[src/rtl/intr_ctrl_if.sv]
`default_nettype none
// ============================================================================
// Module : intr_ctrl_if
// Brief  : Source, mask and CPU handshake bundle for the interrupt controller.
// Rev    : 1.0  initial release
// ============================================================================
interface intr_ctrl_if #(
    parameter int N_CH = 4,
    parameter int PC_W = 32
);
    localparam int ID_W = (N_CH > 1) ? $clog2(N_CH) : 1;

    logic [N_CH-1:0] irq_src;
    logic            intr_en;
    logic            mask_we;
    logic [N_CH-1:0] mask_wdata;
    logic            ack;
    logic            eoi;
    logic            irr;
    logic [ID_W-1:0] irq_id;
    logic [PC_W-1:0] vector;
    logic            in_service;
    logic [N_CH-1:0] pending;
    logic [N_CH-1:0] mask;

    modport master (
        output irq_src, intr_en, mask_we, mask_wdata, ack, eoi,
        input  irr, irq_id, vector, in_service, pending, mask
    );

    modport slave (
        input  irq_src, intr_en, mask_we, mask_wdata, ack, eoi,
        output irr, irq_id, vector, in_service, pending, mask
    );
endinterface
`default_nettype wire

[src/rtl/intr_ctrl.sv]
`default_nettype none
// ============================================================================
// Module : intr_ctrl
// Brief  : N-channel interrupt controller with edge/level inputs, masking,
//          fixed or round-robin arbitration and a REQ/ack/EOI handshake.
// Rev    : 1.0  initial release
// ============================================================================
module intr_ctrl #(
    parameter int              N_CH       = 4,
    parameter int              PC_W       = 32,
    parameter logic [31:0]     VEC_BASE   = 32'h0000_0100,
    parameter logic [31:0]     VEC_STRIDE = 32'h10,
    parameter logic [N_CH-1:0] EDGE_MASK  = '1,
    parameter int              PRIO_MODE  = 0,
    parameter logic [N_CH-1:0] MASK_RST   = '0
) (
    input  logic      clk,
    input  logic      reset,
    intr_ctrl_if.slave bus
);
    localparam int              ID_W     = (N_CH > 1) ? $clog2(N_CH) : 1;
    localparam logic [ID_W:0]   c_nch    = (ID_W+1)'(N_CH);
    localparam logic [ID_W-1:0] c_last   = ID_W'(N_CH - 1);
    localparam logic [PC_W-1:0] c_base   = PC_W'(VEC_BASE);
    localparam logic [PC_W-1:0] c_stride = PC_W'(VEC_STRIDE);

    typedef enum logic [1:0] {
        S_IDLE    = 2'd0,
        S_REQ     = 2'd1,
        S_SERVICE = 2'd2
    } state_t;

    state_t          r_state;
    logic [N_CH-1:0] r_src_q;
    logic [N_CH-1:0] r_pending;
    logic [N_CH-1:0] r_mask;
    logic [ID_W-1:0] r_rr_ptr;
    logic [ID_W-1:0] r_irq_id;
    logic            r_irr;
    logic            r_in_service;

    logic [N_CH-1:0] w_elig;
    logic [N_CH-1:0] w_rot;
    logic [N_CH-1:0] w_pending_nxt;
    logic [ID_W-1:0] w_base;
    logic [ID_W:0]   w_off;
    logic [ID_W:0]   w_sum;
    logic [ID_W-1:0] w_win;
    logic            w_any;
    logic            w_ack_acc;

    assign w_elig    = r_pending & r_mask;
    assign w_any     = |w_elig;
    assign w_ack_acc = (r_state == S_REQ) && bus.ack;
    assign w_base    = (PRIO_MODE != 0) ? r_rr_ptr : '0;

    // Rotate so the search starts at the priority base, then map the offset back.
    always_comb begin
        w_rot = N_CH'({w_elig, w_elig} >> w_base);
        w_off = '0;
        for (int k = N_CH - 1; k >= 0; k--) begin
            if (w_rot[k]) begin
                w_off = (ID_W+1)'(k);
            end
        end
        w_sum = {1'b0, w_base} + w_off;
        w_win = (w_sum >= c_nch) ? ID_W'(w_sum - c_nch) : w_sum[ID_W-1:0];
    end

    // Edge channels: a new edge wins over the ack clear in the same cycle.
    always_comb begin
        w_pending_nxt = r_pending;
        for (int i = 0; i < N_CH; i++) begin
            if (EDGE_MASK[i]) begin
                if (bus.irq_src[i] && !r_src_q[i]) begin
                    w_pending_nxt[i] = 1'b1;
                end else if (w_ack_acc && (r_irq_id == ID_W'(i))) begin
                    w_pending_nxt[i] = 1'b0;
                end
            end else begin
                w_pending_nxt[i] = bus.irq_src[i];
            end
        end
    end

    always_ff @(posedge clk) begin
        if (reset) begin
            r_state      <= S_IDLE;
            r_src_q      <= '0;
            r_pending    <= '0;
            r_mask       <= MASK_RST;
            r_rr_ptr     <= '0;
            r_irq_id     <= '0;
            r_irr        <= 1'b0;
            r_in_service <= 1'b0;
        end else begin
            r_src_q   <= bus.irq_src;
            r_pending <= w_pending_nxt;
            if (bus.mask_we) begin
                r_mask <= bus.mask_wdata;
            end
            case (r_state)
                S_IDLE: begin
                    if (bus.intr_en && w_any) begin
                        r_irq_id <= w_win;
                        r_irr    <= 1'b1;
                        r_state  <= S_REQ;
                    end
                end
                S_REQ: begin
                    if (bus.ack) begin
                        r_irr        <= 1'b0;
                        r_in_service <= 1'b1;
                        r_rr_ptr     <= (r_irq_id == c_last) ? '0 : r_irq_id + 1'b1;
                        r_state      <= S_SERVICE;
                    end else if (!bus.intr_en || !w_elig[r_irq_id]) begin
                        r_irr   <= 1'b0;
                        r_state <= S_IDLE;
                    end
                end
                S_SERVICE: begin
                    if (bus.eoi) begin
                        r_in_service <= 1'b0;
                        r_state      <= S_IDLE;
                    end
                end
                default: begin
                    r_state <= S_IDLE;
                end
            endcase
        end
    end

    assign bus.irr        = r_irr;
    assign bus.irq_id     = r_irq_id;
    assign bus.in_service = r_in_service;
    assign bus.pending    = r_pending;
    assign bus.mask       = r_mask;
    assign bus.vector     = c_base + PC_W'(r_irq_id) * c_stride;
endmodule
`default_nettype wire

[src/flat_wrapper.sv]
// flat-port wrapper written by rule: the top's interface ports become plain ports
module intr_ctrl_flat 
#(
    parameter int              N_CH       = 4,
    parameter int              PC_W       = 32,
    parameter logic [31:0]     VEC_BASE   = 32'h0000_0100,
    parameter logic [31:0]     VEC_STRIDE = 32'h10,
    parameter logic [N_CH-1:0] EDGE_MASK  = '1,
    parameter int              PRIO_MODE  = 0,
    parameter logic [N_CH-1:0] MASK_RST   = '0
)
  (clk, reset, bus_irq_src, bus_intr_en, bus_mask_we, bus_mask_wdata, bus_ack, bus_eoi, bus_irr, bus_irq_id, bus_vector, bus_in_service, bus_pending, bus_mask);
  intr_ctrl_if #(.N_CH(N_CH), .PC_W(PC_W)) bus_i ();
  input  logic clk;
  input  logic reset;
  input wire logic [$bits(bus_i.irq_src)-1:0] bus_irq_src;
  input wire logic [$bits(bus_i.intr_en)-1:0] bus_intr_en;
  input wire logic [$bits(bus_i.mask_we)-1:0] bus_mask_we;
  input wire logic [$bits(bus_i.mask_wdata)-1:0] bus_mask_wdata;
  input wire logic [$bits(bus_i.ack)-1:0] bus_ack;
  input wire logic [$bits(bus_i.eoi)-1:0] bus_eoi;
  output wire logic [$bits(bus_i.irr)-1:0] bus_irr;
  output wire logic [$bits(bus_i.irq_id)-1:0] bus_irq_id;
  output wire logic [$bits(bus_i.vector)-1:0] bus_vector;
  output wire logic [$bits(bus_i.in_service)-1:0] bus_in_service;
  output wire logic [$bits(bus_i.pending)-1:0] bus_pending;
  output wire logic [$bits(bus_i.mask)-1:0] bus_mask;
  assign bus_i.irq_src = bus_irq_src;
  assign bus_i.intr_en = bus_intr_en;
  assign bus_i.mask_we = bus_mask_we;
  assign bus_i.mask_wdata = bus_mask_wdata;
  assign bus_i.ack = bus_ack;
  assign bus_i.eoi = bus_eoi;
  assign bus_irr = bus_i.irr;
  assign bus_irq_id = bus_i.irq_id;
  assign bus_vector = bus_i.vector;
  assign bus_in_service = bus_i.in_service;
  assign bus_pending = bus_i.pending;
  assign bus_mask = bus_i.mask;
  intr_ctrl #(.N_CH(N_CH), .PC_W(PC_W), .VEC_BASE(VEC_BASE), .VEC_STRIDE(VEC_STRIDE), .EDGE_MASK(EDGE_MASK), .PRIO_MODE(PRIO_MODE), .MASK_RST(MASK_RST)) u_core (.clk(clk), .reset(reset), .bus(bus_i));
endmodule
[config.mk]
export PLATFORM = sky130hd
export DESIGN_NAME = intr_ctrl_flat
export DESIGN_NICKNAME = d
export VERILOG_FILES = /design/src/rtl/intr_ctrl_if.sv /design/src/rtl/intr_ctrl.sv /design/src/flat_wrapper.sv
export SDC_FILE = /design/constraint.sdc
export NUM_CORES = 1
export LEC_CHECK = 0
export ABC_AREA = 1
export BUFFER_PORTS_ARGS = -buffer_cell sky130_fd_sc_hd__buf_4
export CAP_MARGIN = 20
export CORE_UTILIZATION = 35
export DETAILED_ROUTE_END_ITERATION = 6
export PLACE_DENSITY = 0.78
export SETUP_SLACK_MARGIN = 0.5
export SLEW_MARGIN = 20
export SYNTH_ARGS = -nofsm -noshare
export SYNTH_HDL_FRONTEND = slang
export SYNTH_SLANG_ARGS = --single-unit
[constraint.sdc]
create_clock -name clk -period 1.4 [get_ports clk]
set_clock_uncertainty 0.1 [all_clocks]
set_input_delay 0.07 -clock clk [delete_from_list [all_inputs] [get_ports clk]]
set_output_delay 0.07 -clock clk [all_outputs]
set_load 0.005 [all_outputs]
==> metrics.cfg <==
[clock_tree]
cts_buffers = 3
cts_root_buffer = clkbuf_4
postCtsHoldBufs = 9
cts_buffer_depth = 2
clkTransAtPathRegs_ps = 110
htreeDepth = 1
cts_sinks = 18
cts_tree = built
clk_latency_ps = 300

[global_routing]
antenna_found_initial = 0
grt_pass1_wl_um = 3590
grt_max_degree = 14
grt_pass1_vias = 841
track_usage = 0.171
gr-total-overflow = 0

[setup_path]
cp_slowest_stage_delay_ps = 420
required_ps = 1540
critical_path.slowest_cell = dfxtp_4
r2r_slack_ps = 170
crit_fanout = 6
worst-setup-path-type = reg2reg
end_kind = flop
path_cells = inv_2 -> nand2_1 -> nor2_1 -> nor2_1 -> nand2_1 -> nand2_1 -> o21ai_2 -> nor2_1
crit_arrival_ps = 1370
cp-start-kind = flop

[sta]
fin_crit_ps = 1230
max_freq_mhz = 816
hold_viol_final = 11
hold_slack_ps = -91.5
drv_slew = 0
fin_ws_ps = 174
rsz0062_at_grt = true
final.setup.tns_ps = 0
finalCritPeriodShare = 0.876
setup_viol = 0

[placed_design]
io_buffers = 27
placedCellCount = 188
place_ws_ps = 247
gp_congestion = 0.982
place_area_mm2 = 0.00111
dp_hpwl_um = 1430

[floorplan]
die_h_um = 54.8
design.die.area_mm2 = 0.00300
start_util = 0.383
core_mm2 = 0.00254
num_rows = 18
die_w_um = 54.8
num_io_pins = 58

[route]
final_antenna_net_count = 0
vias_per_cell = 4.55
vias = 991
drt-pass1-iter-count = 4
post_drt_wl_per_cell_um = 12.1
wirelength_um = 2630
drc = 0
first_iter_violations = 22

[cells_and_area]
area.sequential_um2 = 383
diodes = 0
finalInstanceArea_mm2 = 0.00149
final_util = 0.584
drive_above_1_share = 0.441
multi_input_area_um2 = 483
final_nets = 203
nFillCells = 225
area_growth_pct = 52.2
layout.cells.non_filler = 218

[synthesis]
synth_seq_cells = 18
synth_edf_count = 0
synth_top_area_cell = dfxtp_1
syn_area_per_cell_um2 = 7.18
synth-seq-area-share = 0.369
synth_area_leaders = dfxtp_1 37%, buf_4 25%, nand2_1 8.8%, nor2_1 7.7%, inv_1 4.6%
synth_warnings = 0
netlist_instances = 136
synthTopCellsByCount = 32 x buf_4, 23 x nand2_1, 20 x nor2_1
synth_most_common_cell = buf_4
synth.distinct_cells = 18
synth_ff_type = dfxtp_1
syn-cell-area_um2 = 976
ys_async_sr_fraction = 0
yosys.area.top_type_share = 0.369

[pwr]
powerDensity_mw_per_mm2 = 855
internal-power_mw = 0.891
seqPwrFrac = 0.473
sw_frac_of_total = 0.299
p_comb_frac = 0.315
p_leak_nw = 0.752
max-vdd-ir-drop_mv = 0.677
clock_power_share = 0.212
switchingPower_mw = 0.379

[status]
violations = negative hold slack
status = finished, violations left

[flow_run]
maxCapViolations = 0

[worst_hold_path]
hp-class = in2reg

## layout make-up
cell class | instances | area share
tap | 30 | 0.0253
clock buffer | 4 | 0.0177
sequential | 18 | 0.258
multi-input combinational | 100 | 0.325
inverter | 13 | 0.0329
timing repair buffer | 53 | 0.341
## timing repair
action,in CTS,in global routing
pin swaps,2,8
endpoints found under the setup margin,24,28
endpoints found under the hold margin,17,11
buffers inserted,10,7
gates cloned,0,0
resized for setup,18,25
## registers in the layout (all words and copies together) (netlist names)
signal and count:
u_core.r_src_q 4, u_core.bus.mask 4, u_core.r_state 2, u_core.bus.in_service 1
u_core.bus.irq_id 2, u_core.bus.irr 1, u_core.bus.pending 4
## final timing paths
path,to,start,cells after the start
min reg2reg,u_core.bus.pending[2],u_core.r_src_q[2],1
max reg2reg,u_core.r_state[0],u_core.bus.irq_id[0],8
min,u_core.bus.irr,reset,2
max,u_core.r_state[0],u_core.bus.irq_id[0],8
## logic make-up (layout without fill, tap and decap cells)
| kind of cell | after synthesis | after routing | synth area share |
|---|---|---|---|
| and+or+nand+nor | 51 | 51 | 0.215 |
| buffers and inverters | 46 | 70 | 0.300 |
| AOI/OAI and AO/OA | 19 | 19 | 0.108 |
| DFF | 18 | 18 | 0.369 |
| other | 2 | 30 | 0.00770 |
## power groups by stage
| stage | Clock [mW] | Combinational (mW) | Sequential (mW) |
|---|---|---|---|
| after floorplan | 0 | 0.195 | 0.601 |
| after global placement | 0 | 0.232 | 0.604 |
| after detailed placement | 0 | 0.234 | 0.605 |
| after CTS | 0.275 | 0.324 | 0.591 |
| after global routing | 0.311 | 0.440 | 0.605 |
| final | 0.269 | 0.400 | 0.601 |
## critical path: cells and delay by family (launching register included)
family	cells	cell delay (ps)
compound gates	1	50
buf+inv	1	50
simple gates	6	540
flops	1	420
## routing by layer
layer	track usage	vias up	wire [um]
met5	0	-	0
met4	0.0256	0	23
met3	0.0500	7	162
met2	0.317	50	1410
met1	0.193	463	1030
li1	-	471	-
## per-stage QoR
stage / hold slack, ps / total power, mW
4_1_cts: -72.4 / 1.19
3_5_place_dp: 185 / 0.839
5_1_grt: -89.9 / 1.36
3_3_place_gp: 177 / 0.835
6_report: -91.5 / 1.27
2_1_floorplan: 39.0 / 0.796
## placed cells by master (no fill, tap or decap)
cell type and instances:
nor3_1 2, dfxtp_1 4, o22ai_1 2, inv_1 9
dlygate4sd3_1 9, nand2_2 7, a21oi_2 2, nand3b_1 1
nor2_2 2, conb_1 30, a21oi_1 5, dfxtp_2 12
dfxtp_4 2, buf_6 23, o32ai_1 1, nand3_1 2
buf_4 21, nand2_1 16, o21ai_1 4, clkbuf_1 1
inv_2 4, nor2_1 17, nor2_4 2, nand3_2 2
o21ai_2 3, o21ai_0 2, clkbuf_4 3
Power figures use the tool's default switching activity.
